===== src/rtl/shift_add_multiplier.sv =====
// Sequential unsigned shift-add multiplier over an 8-bit ripple-carry adder.
// Optional feature macro: MUL_ZERO_BYPASS_EN (zero operand finishes in one cycle).

// Plain ripple-carry adder: one full-adder cell per bit, carry chained LSB to MSB.
module shift_add_ripple_adder #(
    parameter int WIDTH = 8
) (
    input  logic [WIDTH-1:0] x,
    input  logic [WIDTH-1:0] y,
    input  logic             cin,
    output logic [WIDTH-1:0] sum,
    output logic             cout
);

    logic [WIDTH:0] c;

    // Full-adder chain; the critical path is the full WIDTH-stage ripple.
    always_comb begin
        c    = '0;
        sum  = '0;
        c[0] = cin;
        for (int i = 0; i < WIDTH; i++) begin
            sum[i]   = x[i] ^ y[i] ^ c[i];
            c[i+1]   = (x[i] & y[i]) | (x[i] & c[i]) | (y[i] & c[i]);
        end
        cout = c[WIDTH];
    end

endmodule

module shift_add_multiplier #(
    parameter int WIDTH = 8
) (
    input  logic               clk,
    input  logic               rst_n,
    input  logic               start,
    input  logic [WIDTH-1:0]   a,
    input  logic [WIDTH-1:0]   b,
    output logic               busy,
    output logic               done,
    output logic [2*WIDTH-1:0] product
);

    localparam int CW = $clog2(WIDTH + 1);

    localparam logic [1:0] IDLE = 2'd0;
    localparam logic [1:0] RUN  = 2'd1;
    localparam logic [1:0] DONE = 2'd2;
    localparam logic [1:0] ZERO = 2'd3;

    logic [1:0]         state;
    logic [WIDTH-1:0]   mcand;
    logic [WIDTH-1:0]   acc_hi;
    logic [WIDTH-1:0]   mq;
    logic [CW-1:0]      cnt;
    logic [2*WIDTH-1:0] prod_q;

    logic [WIDTH-1:0]   addend;
    logic [WIDTH-1:0]   sum;
    logic               cout;
    logic [2*WIDTH-1:0] shifted;
    logic               take;
    logic               zero_op;
    logic               last;

    // Multiplier bit selects whether the multiplicand joins this pass.
    always_comb begin
        addend  = mq[0] ? mcand : '0;
        shifted = {cout, sum, mq[WIDTH-1:1]};
        last    = (cnt == CW'(1));
    end

    shift_add_ripple_adder #(
        .WIDTH (WIDTH)
    ) u_adder (
        .x    (acc_hi),
        .y    (addend),
        .cin  (1'b0),
        .sum  (sum),
        .cout (cout)
    );

    // Start is honoured only when no iteration is in flight.
    always_comb begin
        take = start && ((state == IDLE) || (state == DONE));
`ifdef MUL_ZERO_BYPASS_EN
        zero_op = (a == '0) || (b == '0);
`else
        zero_op = 1'b0;
`endif
    end

    // Control FSM and shift-add datapath registers.
    always_ff @(posedge clk or negedge rst_n) begin
        if (!rst_n) begin
            state  <= IDLE;
            mcand  <= '0;
            acc_hi <= '0;
            mq     <= '0;
            cnt    <= '0;
            prod_q <= '0;
        end else begin
            unique case (1'b1)
                (state == RUN): begin
                    {acc_hi, mq} <= shifted;
                    cnt          <= cnt - CW'(1);
                    if (last) begin
                        prod_q <= shifted;
                        state  <= DONE;
                    end
                end
                (state == ZERO): begin
                    prod_q <= '0;
                    state  <= DONE;
                end
                (take && zero_op): begin
                    state <= ZERO;
                end
                (take && !zero_op): begin
                    mcand  <= a;
                    mq     <= b;
                    acc_hi <= '0;
                    cnt    <= CW'(WIDTH);
                    state  <= RUN;
                end
                default: begin
                    state <= IDLE;
                end
            endcase
        end
    end

    // Status flags decode straight from the state register.
    always_comb begin
        busy    = (state == RUN);
        done    = (state == DONE);
        product = prod_q;
    end

endmodule


===== config.mk =====
export PLATFORM = sky130hd
export DESIGN_NAME = shift_add_multiplier
export DESIGN_NICKNAME = d
export VERILOG_FILES = /design/src/rtl/shift_add_multiplier.sv
export SDC_FILE = /design/constraint.sdc
export NUM_CORES = 1
export LEC_CHECK = 0
export ABC_CLOCK_PERIOD_IN_PS = 7400
export BUFFER_PORTS_ARGS = -buffer_cell sky130_fd_sc_hd__clkbuf_2
export CAP_MARGIN = 30
export CORE_ASPECT_RATIO = 1.5
export CORE_UTILIZATION = 30
export DETAILED_ROUTE_END_ITERATION = 10
export MAX_ROUTING_LAYER = met4
export SLEW_MARGIN = 20
export SYNTH_ARGS = -nofsm -noshare
export SYNTH_HDL_FRONTEND = slang
export SYNTH_SLANG_ARGS = --single-unit

===== constraint.sdc =====
create_clock -name clk -period 7.4 [get_ports clk]
set_input_delay 0.74 -clock clk [delete_from_list [all_inputs] [get_ports clk]]
set_output_delay 0.74 -clock clk [all_outputs]
set_load 0.05 [all_outputs]

==> flow_summary.ini, run 1 <==
[status]
outcome = completed

[grt]
gr-usage-all-layers = 0.1397
grt_pass1_wl_mm = 8.128
grt_max_degree = 47
grt_pass1_vias = 1638
antenna_found_initial = 0
grt.overflow.total = 0

[worst_setup_path]
max_stage_delay_ps = 520
worstSetupStartpoint = mq[0]
cp-end-kind = flip-flop
cpMostUsedCell = fa_1
crit_chain = and2_1 > ha_1 > fa_1 > fa_1 > inv_1 > fa_1 > fa_1 > fa_1 > fa_1 > fa_1 > a2bb2oi_1 > o22ai_1
crit_arrival_ps = 3860
r2r_start = mq[0]
startpoint_type = flip-flop
crit_slowest_cell = fa_1
cpLargestDelayFamily = adder cells
critical_path_required_ps = 7540
path_class = reg2reg
crit_buf_inv = 1
path_max_fanout = 9

[sta]
fin_crit_ps = 3712
setup_viol = 0
hold_violations = 0
period_share = 0.5017
tightest_slew_ps = 881.6
drv_slew = 0
finalSetupTns_ps = 0
max_freq_mhz = 269.4
rsz0062_at_grt = no
slew_headroom = 0.4123
finalClockSkew_ps = 6.253

[place]
place_congestion = 0.7846
dp_hpwl_mm = 3.356
portBuffers = 36
place_inst = 340

[drt]
drt_iter0_markers = 118
postRouteAntennaNets = 0
vias = 1655
drc = 0
wire_per_inst_um = 14.23
wirelength_mm = 4.937
avgViaCountPerCell = 4.769
firstDrtPassIters = 4

[die]
die-area_um2 = 7839
start_util = 0.3106
die_x_um = 72.63
die_y_um = 107.9
rows = 38
core_area_um2 = 7227
io_pins = 37

[clock_tree]
cts_inserted_buffers = 5
insertion_delay_ps = 300
cts_sinks = 46
root_buffer = clkbuf_8
clk_pin_slew_ps = 80
holdBufCountCts = 0
cts_tree = yes
post-cts-setup-buffer-count = 0
cts_max_level = 2
post_cts_resized = 0
clk_path_buf_depth = 2

[layout]
most-common-layout-cells = dfrtp_1, nand2_1, clkbuf_2
insertedDiodeCount = 0
nets = 276
register_area_um2 = 1151
instances_no_fill = 347
drive_gt1_frac = 0.2227
fillers = 774
final_common_cell = dfrtp_1
syn_to_final_growth_pct = 13.99
multi_input_area_um2 = 919.6

[synthesis]
synth.yosys.seq_area_share = 0.5128
synth_top_cells_by_area = dfrtp_1, nand2_1, fa_1
syn_avg_cell_area_um2 = 10.39
ys_warn_count = 0
synth_top_area_cell = dfrtp_1
ys_seq_elements = 46
synth_edf_count = 0
synth_top_cell_area_share = 0.5128
syn_nets = 245
synth_cell_types = 34
syn_area_um2 = 2245
syn_inst = 216
async_flop_share = 1.000
synthFlopType = dfrtp_1

[pwr]
switchingPower_uw = 604.7
powerDensity_nw_per_um2 = 495.8
cellInternalPower_uw = 664.0
p_sw_frac = 0.4766
p_leak_nw = 1.204
ir_drop_v = 0.0001372
pwr-share-clk = 0.116
pwr-share-comb = 0.502
seqPwrFrac = 0.382

[min_path]
hold_class = reg2reg
min-delay-start = mcand[0]

[flow_run]
maxCapViolCount = 0
cell families after synthesis:
kind of cell / after synthesis / synth area share
AO/OA/AOI/OAI: 53 / 0.1823
XOR/XNOR: 1 / 0.003903
adder cells (fa/ha/maj): 10 / 0.07915
AND/OR/NAND/NOR: 69 / 0.1444
buffers and inverters: 37 / 0.07748
flip-flops: 46 / 0.5128
state kept, by name, indices dropped and copies added (netlist names):
register,flops
acc_hi,8
cnt,4
mcand,8
mq,8
product,16
state,2
layer usage:
metal | vias up | wire, um | global-route usage | part of all wire
met5 | - | 0 | - | 0
met4 | 0 | 85 | 0.05322 | 0.017
met1 | 824 | 2111 | 0.1666 | 0.43
met2 | 31 | 2595 | 0.2363 | 0.53
met3 | 8 | 145 | 0.02050 | 0.029
li1 | 792 | - | - | -
cells in the mapped netlist (all sizes together) (6+ instances only):
cell type,n
inv,23
o22ai,14
a22oi,10
dfrtp,46
a31oi,8
o2bb2ai,7
nand2,42
a2bb2oi,6
nor2,8
fa,7
buf,10
area by class of cell:
type / instances / area share
clock buffer: 5 / 0.02689
clock inverter: 2 / 0.003912
inverter: 23 / 0.03472
multi-input combinational: 133 / 0.3594
sequential: 46 / 0.4499
tap: 100 / 0.04890
timing repair buffer: 38 / 0.07628
power groups by stage:
stage	Sequential, mW	Combinational [mW]	Clock, mW
2_1_floorplan	0.562	0.428	0
3_3_place_gp	0.490	0.631	0
3_5_place_dp	0.491	0.643	0
4_1_cts	0.486	0.647	0.151
5_1_grt	0.504	0.701	0.159
6_report	0.485	0.637	0.147
worst reg2reg max path, stage by stage, from the launching register on:
cell       delay, ps
dfrtp_1          500
and2_1           170
ha_1             150
fa_1             180
fa_1             160
inv_1             50
fa_1             370
fa_1             380
fa_1             390
fa_1             400
fa_1             520
a2bb2oi_1        170
o22ai_1          110
through the flow:
step,power [mW],setup slack (ps),hold slack [ps],util,area [um^2]
finish,1.269,3688,478.6,0.3541,2559
global route,1.364,3444,507.9,0.3541,2559
CTS,1.284,3666,480.3,0.3541,2559
detailed placement,1.134,3699,458.6,0.3431,2480
global placement,1.121,3800,459.0,0.3431,2480
floorplan,0.9898,3848,438.0,-,2245
path summary, 6_finish.rpt:
kind	endpoint	slack, ps	cells after the start
worst max-delay path	product[14]	3690	12
worst min-delay path	mcand[0]	480	2
worst max register to register	product[14]	3690	12
worst min register to register	mcand[0]	480	2
max in group asynchronous	product[12]	6490	2
min in group asynchronous	product[10]	520	2
No activity file was read; power rests on OpenSTA's default activity.
==> run 2, diff against run 1 <==
--- a/config.mk
+++ b/config.mk
@@ -5,7 +5,7 @@
 export SDC_FILE = /design/constraint.sdc
 export NUM_CORES = 1
 export LEC_CHECK = 0
-export ABC_CLOCK_PERIOD_IN_PS = 7400
+export ABC_CLOCK_PERIOD_IN_PS = 3340
 export BUFFER_PORTS_ARGS = -buffer_cell sky130_fd_sc_hd__clkbuf_2
 export CAP_MARGIN = 30
 export CORE_ASPECT_RATIO = 1.5
==> constraint.sdc (replaced) <==
create_clock -name clk -period 3.34 [get_ports clk]
set_input_delay 0.334 -clock clk [delete_from_list [all_inputs] [get_ports clk]]
set_output_delay 0.334 -clock clk [all_outputs]
set_load 0.05 [all_outputs]
==> run 2 against run 1 <==
Compared with the run above: the run now ends with setup timing left; clock skew increased by 2.8 ps; first-iteration DRC count decreased by 8.5%; worst setup slack got worse by 3700 ps; clock power increased to 2.8 times the previous value; critical path type unchanged.
==> flow_summary.ini, run 2 (synthesis results as in run 1) <==
[status]
outcome = finished with violations
violations = setup timing

[sta]
finalClockSkew_ps = 9.069
setup_slack_ps = -6.923
period_share = 1.002
max_freq_mhz = 298.8
setup_viol = 1
rsz0062_at_grt = yes
tightest_slew_ps = 805.3
drv_slew = 0
slew_headroom = 0.4631
fin_crit_ps = 3347
hold_violations = 0
finalSetupTns_ps = -6.923

[worst_setup_path]
path_class = reg2reg
cpLargestDelayFamily = adder cells
startpoint_type = flip-flop
crit_chain = and2_1 > ha_1 > fa_2 > fa_1 > inv_1 > fa_2 > fa_2 > fa_2 > fa_2 > fa_1 > a2bb2oi_2 > o22ai_1
max_stage_delay_ps = 530
path_max_fanout = 3
cp-end-kind = flip-flop
crit_buf_inv = 1
cpMostUsedCell = fa_2
critical_path_required_ps = 3510
crit_slowest_cell = fa_1
crit_arrival_ps = 3510

[die]
die-area_um2 = 7839
die_y_um = 107.9
rows = 38
die_x_um = 72.63
io_pins = 37
core_area_um2 = 7227
start_util = 0.3106

[drt]
wirelength_mm = 4.583
avgViaCountPerCell = 4.624
drc = 0
postRouteAntennaNets = 0
firstDrtPassIters = 4
drt_iter0_markers = 108
wire_per_inst_um = 13.06
vias = 1623

[grt]
antenna_found_initial = 0
grt_pass1_wl_mm = 7.714
grt_pass1_vias = 1613
grt_max_degree = 31
grt.overflow.total = 0
gr-usage-all-layers = 0.1332

[flow_run]
maxCapViolCount = 0

[layout]
largest_reg_flops = 16
syn_to_final_growth_pct = 17.06
drive_gt1_frac = 0.2510
insertedDiodeCount = 0
register_area_um2 = 1151
multi_input_area_um2 = 938.4
fillers = 776
final_common_cell = dfrtp_1
nets = 279
most-common-layout-cells = dfrtp_1, nand2_1, clkbuf_2

[pwr]
pwr-share-comb = 0.497
p_sw_frac = 0.4550
pwr-share-clk = 0.141
cellInternalPower_mw = 1.591
powerDensity_nw_per_um2 = 1111
p_leak_nw = 1.228
ir_drop_v = 0.0003943
switchingPower_mw = 1.328
seqPwrFrac = 0.362

[clock_tree]
cts_inserted_buffers = 5
clk_pin_slew_ps = 90
cts_max_level = 2
insertion_delay_ps = 310
clk_path_buf_depth = 2
root_buffer = clkbuf_8
cts_tree = yes
cts_sinks = 46

[place]
portBuffers = 36
place_congestion = 0.7736
post-place-ws_ps = -47.34
dp_hpwl_mm = 3.282

[min_path]
hold_class = in2async
-- run 2: cell count changes in the layout (fill, tap and decap cells not counted), sizes merged --
cell / delta
clkinv: -2
buf: +3
clkbuf: +2
bufinv: +1
-- run 2: worst reg2reg max path: stages (launching register included) --
cell and delay (ps):
dfrtp_1 360, and2_1 130, ha_1 160, fa_2 200
fa_1 160, inv_1 50, fa_2 340, fa_2 370
fa_2 340, fa_2 340, fa_1 530, a2bb2oi_2 140
o22ai_1 90
-- run 2: timing repair --
item	4_1_cts	5_1_grt
gates resized for setup	2	1
pin swaps	1	0
cloned	0	0
buffers inserted	0	1
hold buffers	0	0
setup endpoints to repair	1	2
-- run 2: area by class of cell --
cell class,instances,area share
sequential,46,0.4381
multi-input combinational,133,0.3571
timing repair buffer,41,0.08286
tap,100,0.04762
inverter,23,0.03381
clock buffer,7,0.02905
clock inverter,1,0.01143
-- run 2: routing by layer --
| metal | GRT usage | routed length [um] | vias up | share of wire |
|---|---|---|---|---|
| li1 | - | - | 805 | - |
| met1 | 0.1592 | 1993 | 781 | 0.43 |
| met2 | 0.2130 | 2293 | 31 | 0.50 |
| met3 | 0.02796 | 190 | 6 | 0.041 |
| met4 | 0.06303 | 106 | 0 | 0.023 |
| met5 | - | 0 | - | 0 |
-- run 2: power groups by stage --
stage / Combinational, mW / Sequential, mW / Clock (mW)
detailed placement: 1.45 / 1.07 / 0
floorplan: 0.967 / 1.25 / 0
global route: 1.60 / 1.10 / 0.440
CTS: 1.45 / 1.06 / 0.422
global placement: 1.41 / 1.06 / 0
finish: 1.45 / 1.06 / 0.412
-- run 2: final timing paths --
check	startpoint	end	slack, ps	cells after the start
setup / recovery	mq[0]	product[14]	-7	12
min in group clk	a[7]	mcand[7]	220	3
setup reg to reg	mq[0]	product[14]	-7	12
hold / removal	rst_n	product[13]	70	1
hold reg to reg	mcand[2]	mcand[2]	480	2
max in group asynchronous	rst_n	product[6]	2540	2
-- run 2: metrics by stage --
stage / hold WS [ps] / utilization / power [mW] / cell area, um^2 / instances
global placement: 450.4 / 0.3452 / 2.477 / 2495 / 341
floorplan: 38.41 / - / 2.212 / 2262 / 216
finish: 73.99 / 0.3636 / 2.918 / 2628 / 351
CTS: 101.7 / 0.3617 / 2.932 / 2614 / 350
detailed placement: 447.3 / 0.3463 / 2.514 / 2502 / 342
global route: 134.2 / 0.3636 / 3.143 / 2628 / 351
==> run 3, diff against run 2 <==
--- a/config.mk
+++ b/config.mk
@@ -5,7 +5,7 @@
 export SDC_FILE = /design/constraint.sdc
 export NUM_CORES = 1
 export LEC_CHECK = 0
-export ABC_CLOCK_PERIOD_IN_PS = 3340
+export ABC_CLOCK_PERIOD_IN_PS = 3000
 export BUFFER_PORTS_ARGS = -buffer_cell sky130_fd_sc_hd__clkbuf_2
 export CAP_MARGIN = 30
 export CORE_ASPECT_RATIO = 1.5
@@ -15,4 +15,5 @@
 export SLEW_MARGIN = 20
 export SYNTH_ARGS = -nofsm -noshare
 export SYNTH_HDL_FRONTEND = slang
+export SYNTH_HIERARCHICAL = 1
 export SYNTH_SLANG_ARGS = --single-unit
==> constraint.sdc (replaced) <==
create_clock -name clk -period 3 [get_ports clk]
set_input_delay 0.3 -clock clk [delete_from_list [all_inputs] [get_ports clk]]
set_output_delay 0.3 -clock clk [all_outputs]
set_load 0.05 [all_outputs]
==> run 3 against run 2 <==
Compared with the run above: the run still ends with setup timing left; power grew 11%; via count up 0.49%; worst setup slack got worse by 770 ps; global-route usage increased by 0.46 points; combinational power rose by 15%; utilization rose by 1.1 points; non-clock buffer count up 2; clock skew is 3.8 ps lower; critical path type unchanged.
==> flow_summary.ini, run 3 <==
[worst_setup_path]
cpMostUsedCell = fa_2
path_class = reg2reg
ff2ff_path_depth = 15
cpLargestDelayFamily = adder cells
startpoint_type = flip-flop
critical_path_required_ps = 3210
regToRegSetupSlack_ps = -780
crit_chain = and2_4 > inv_2 > fa_2 > inv_2 > fa_2 > fa_2 > fa_2 > fa_2 > fa_2 > fa_2 > inv_2 > fa_1 > inv_1 > a22oi_1 > o22ai_1
crit_buf_inv = 4
cp-end-kind = flip-flop
crit_slowest_cell = fa_1
path_max_fanout = 2
crit_arrival_ps = 3990
r2r_start = mcand[0]
r2r-end = product[14]
cp.depth = 15
max_stage_delay_ps = 390

[sta]
tightest_slew_ps = 855.7
slew_headroom = 0.4295
fin_crit_ps = 3779
finalClockSkew_ps = 5.250
hold_violations = 0
max_freq_mhz = 264.6
period_share = 1.260
drv_slew = 0
rsz0062_at_grt = yes
setup_viol = 7
hold_slack_ps = 53.52
setup_slack_ps = -779.0

[synthesis]
synthFlopType = dfrtp_1
synth_top_area_cell = dfrtp_1
synth.most_common_cell = dfrtp_1
ys_warn_count = 6
synth_cell_types = 29
synth.yosys.seq_area_share = 0.5221
syn_area_um2 = 2205
synthTopCellsByCount = dfrtp_1, nand2_1, inv_1, a22oi_1, o22ai_1
async_flop_share = 1.000
synth_top_cells_by_area = dfrtp_1, fa_1, nand2_1
syn_nets = 249
ys_seq_elements = 46
synth_edf_count = 0
syn_avg_cell_area_um2 = 10.02
syn_inst = 220
synth_top_cell_area_share = 0.5221

[grt]
grt_max_degree = 30
grt_pass1_vias = 1655
grt.overflow.total = 0
grt_pass1_wl_mm = 8.010
antenna_found_initial = 0
gr-usage-all-layers = 0.1378

[clock_tree]
cts_sinks = 46
cts_tree = yes
cts_max_level = 2
insertion_delay_ps = 290
clk_pin_slew_ps = 80
root_buffer = clkbuf_8
clk_path_buf_depth = 2
cts_inserted_buffers = 5

[die]
die_x_um = 72.00
core_area_um2 = 6990
rows = 37
die-area_um2 = 7703
start_util = 0.3154
io_pins = 37
die_y_um = 107.0

[place]
dp_hpwl_mm = 3.402
dpl-instance-area_um2 = 2495
portBuffers = 36
place_congestion = 0.7909
post-place-ws_ps = -741.1

[drt]
avgViaCountPerCell = 4.594
vias = 1631
wirelength_mm = 4.721
firstDrtPassIters = 6
drt_iter0_markers = 151
wire_per_inst_um = 13.30
drc = 0
postRouteAntennaNets = 0

[min_path]
hold_class = in2async

[status]
violations = setup timing
outcome = finished with violations

[layout]
fillers = 711
final_core_util = 0.3750
drive_gt1_frac = 0.2442
most-common-layout-cells = dfrtp_1, nand2_1, clkbuf_2
register_area_um2 = 1151
nets = 286
fin_area_um2 = 2621
multi_input_area_um2 = 915.9
largest_reg_flops = 16
final_common_cell = dfrtp_1
insertedDiodeCount = 0
syn_to_final_growth_pct = 18.90

[pwr]
p_leak_nw = 1.274
ir_drop_v = 0.0003424
fin_total_pwr_mw = 3.240
powerDensity_nw_per_um2 = 1236

[flow_run]
maxCapViolCount = 0
-- run 3: cell count changes after synthesis, sizes merged, moves of 3 or more --
| cell | previous run | this run |
|---|---|---|
| buf | 10 | 5 |
| a22oi | 10 | 13 |
| and2 | 3 | 8 |
| o2bb2ai | 7 | 1 |
| a22o | 2 | 8 |
| a2bb2oi | 6 | 0 |
| nand2 | 42 | 38 |
| a31oi | 8 | 11 |
| clkbuf | 4 | 8 |
-- run 3: through the flow --
step,TNS [ps],cells
after detailed placement,-3285,345
final,-3395,355
after global routing,-4392,355
after CTS,-3400,355
after floorplan,-2636,220
after global placement,-2911,345
-- run 3: layer usage --
metal,global-route usage,vias up,part of all wire
li1,-,816,-
met1,0.1686,784,0.45
met2,0.2284,29,0.51
met3,0.02256,2,0.028
met4,0.05042,0,0.013
met5,-,-,0
-- run 3: cell families (layout without fill, tap and decap cells) --
| logic type | after synthesis | in the layout | share of synthesized area |
|---|---|---|---|
| buf+inv | 38 | 76 | 0.07151 |
| xor+xnor | 1 | 1 | 0.003973 |
| other cells | 1 | 1 | 0.001701 |
| compound gates | 53 | 53 | 0.1657 |
| simple gates | 71 | 71 | 0.1510 |
| fa+ha+maj | 10 | 10 | 0.08399 |
| flops | 46 | 46 | 0.5221 |
-- run 3: how the worst max path moves through the flow --
| stage | slack, ps | endpoint | start |
|---|---|---|---|
| 2_1_floorplan | -630 | product[14] | mq[0] |
| 3_3_place_gp | -660 | product[14] | mcand[0] |
| 3_5_place_dp | -740 | product[14] | mcand[0] |
| 4_1_cts | -770 | product[14] | mcand[0] |
| 5_1_grt | -920 | product[14] | mcand[0] |
| 6_report | -780 | product[14] | mcand[0] |
-- run 3: final cells by class --
type / count / area share
inverters: 25 / 0.03580
repair buffers: 43 / 0.08878
clock buffers: 7 / 0.02912
well taps: 97 / 0.04630
clock inverters: 1 / 0.01146
flip-flops and latches: 46 / 0.4391
multi-input cells: 136 / 0.3494
-- run 3: worst register-to-register path, cell delays in order (launching register included) --
cell	delay, ps
dfrtp_1	380
and2_4	150
inv_2	50
fa_2	190
inv_2	40
fa_2	340
fa_2	360
fa_2	360
fa_2	360
fa_2	360
fa_2	340
inv_2	60
fa_1	390
inv_1	80
a22oi_1	70
o22ai_1	160
-- run 3: power breakdown --
| group | internal (mW) | total [mW] | switching (mW) |
|---|---|---|---|
| combinational | 0.619 | 1.67 | 1.05 |
| clock | 0.249 | 0.449 | 0.200 |
| sequential | 0.909 | 1.12 | 0.214 |
-- run 3: timing repair --
action / 4_1_cts / 5_1_grt
hold endpoints to repair: 0 / 0
setup endpoints to repair: 8 / 8
pin swaps: 4 / 0
buffers inserted: 2 / 0
hold buffers: 0 / 0
gates resized for setup: 4 / 1
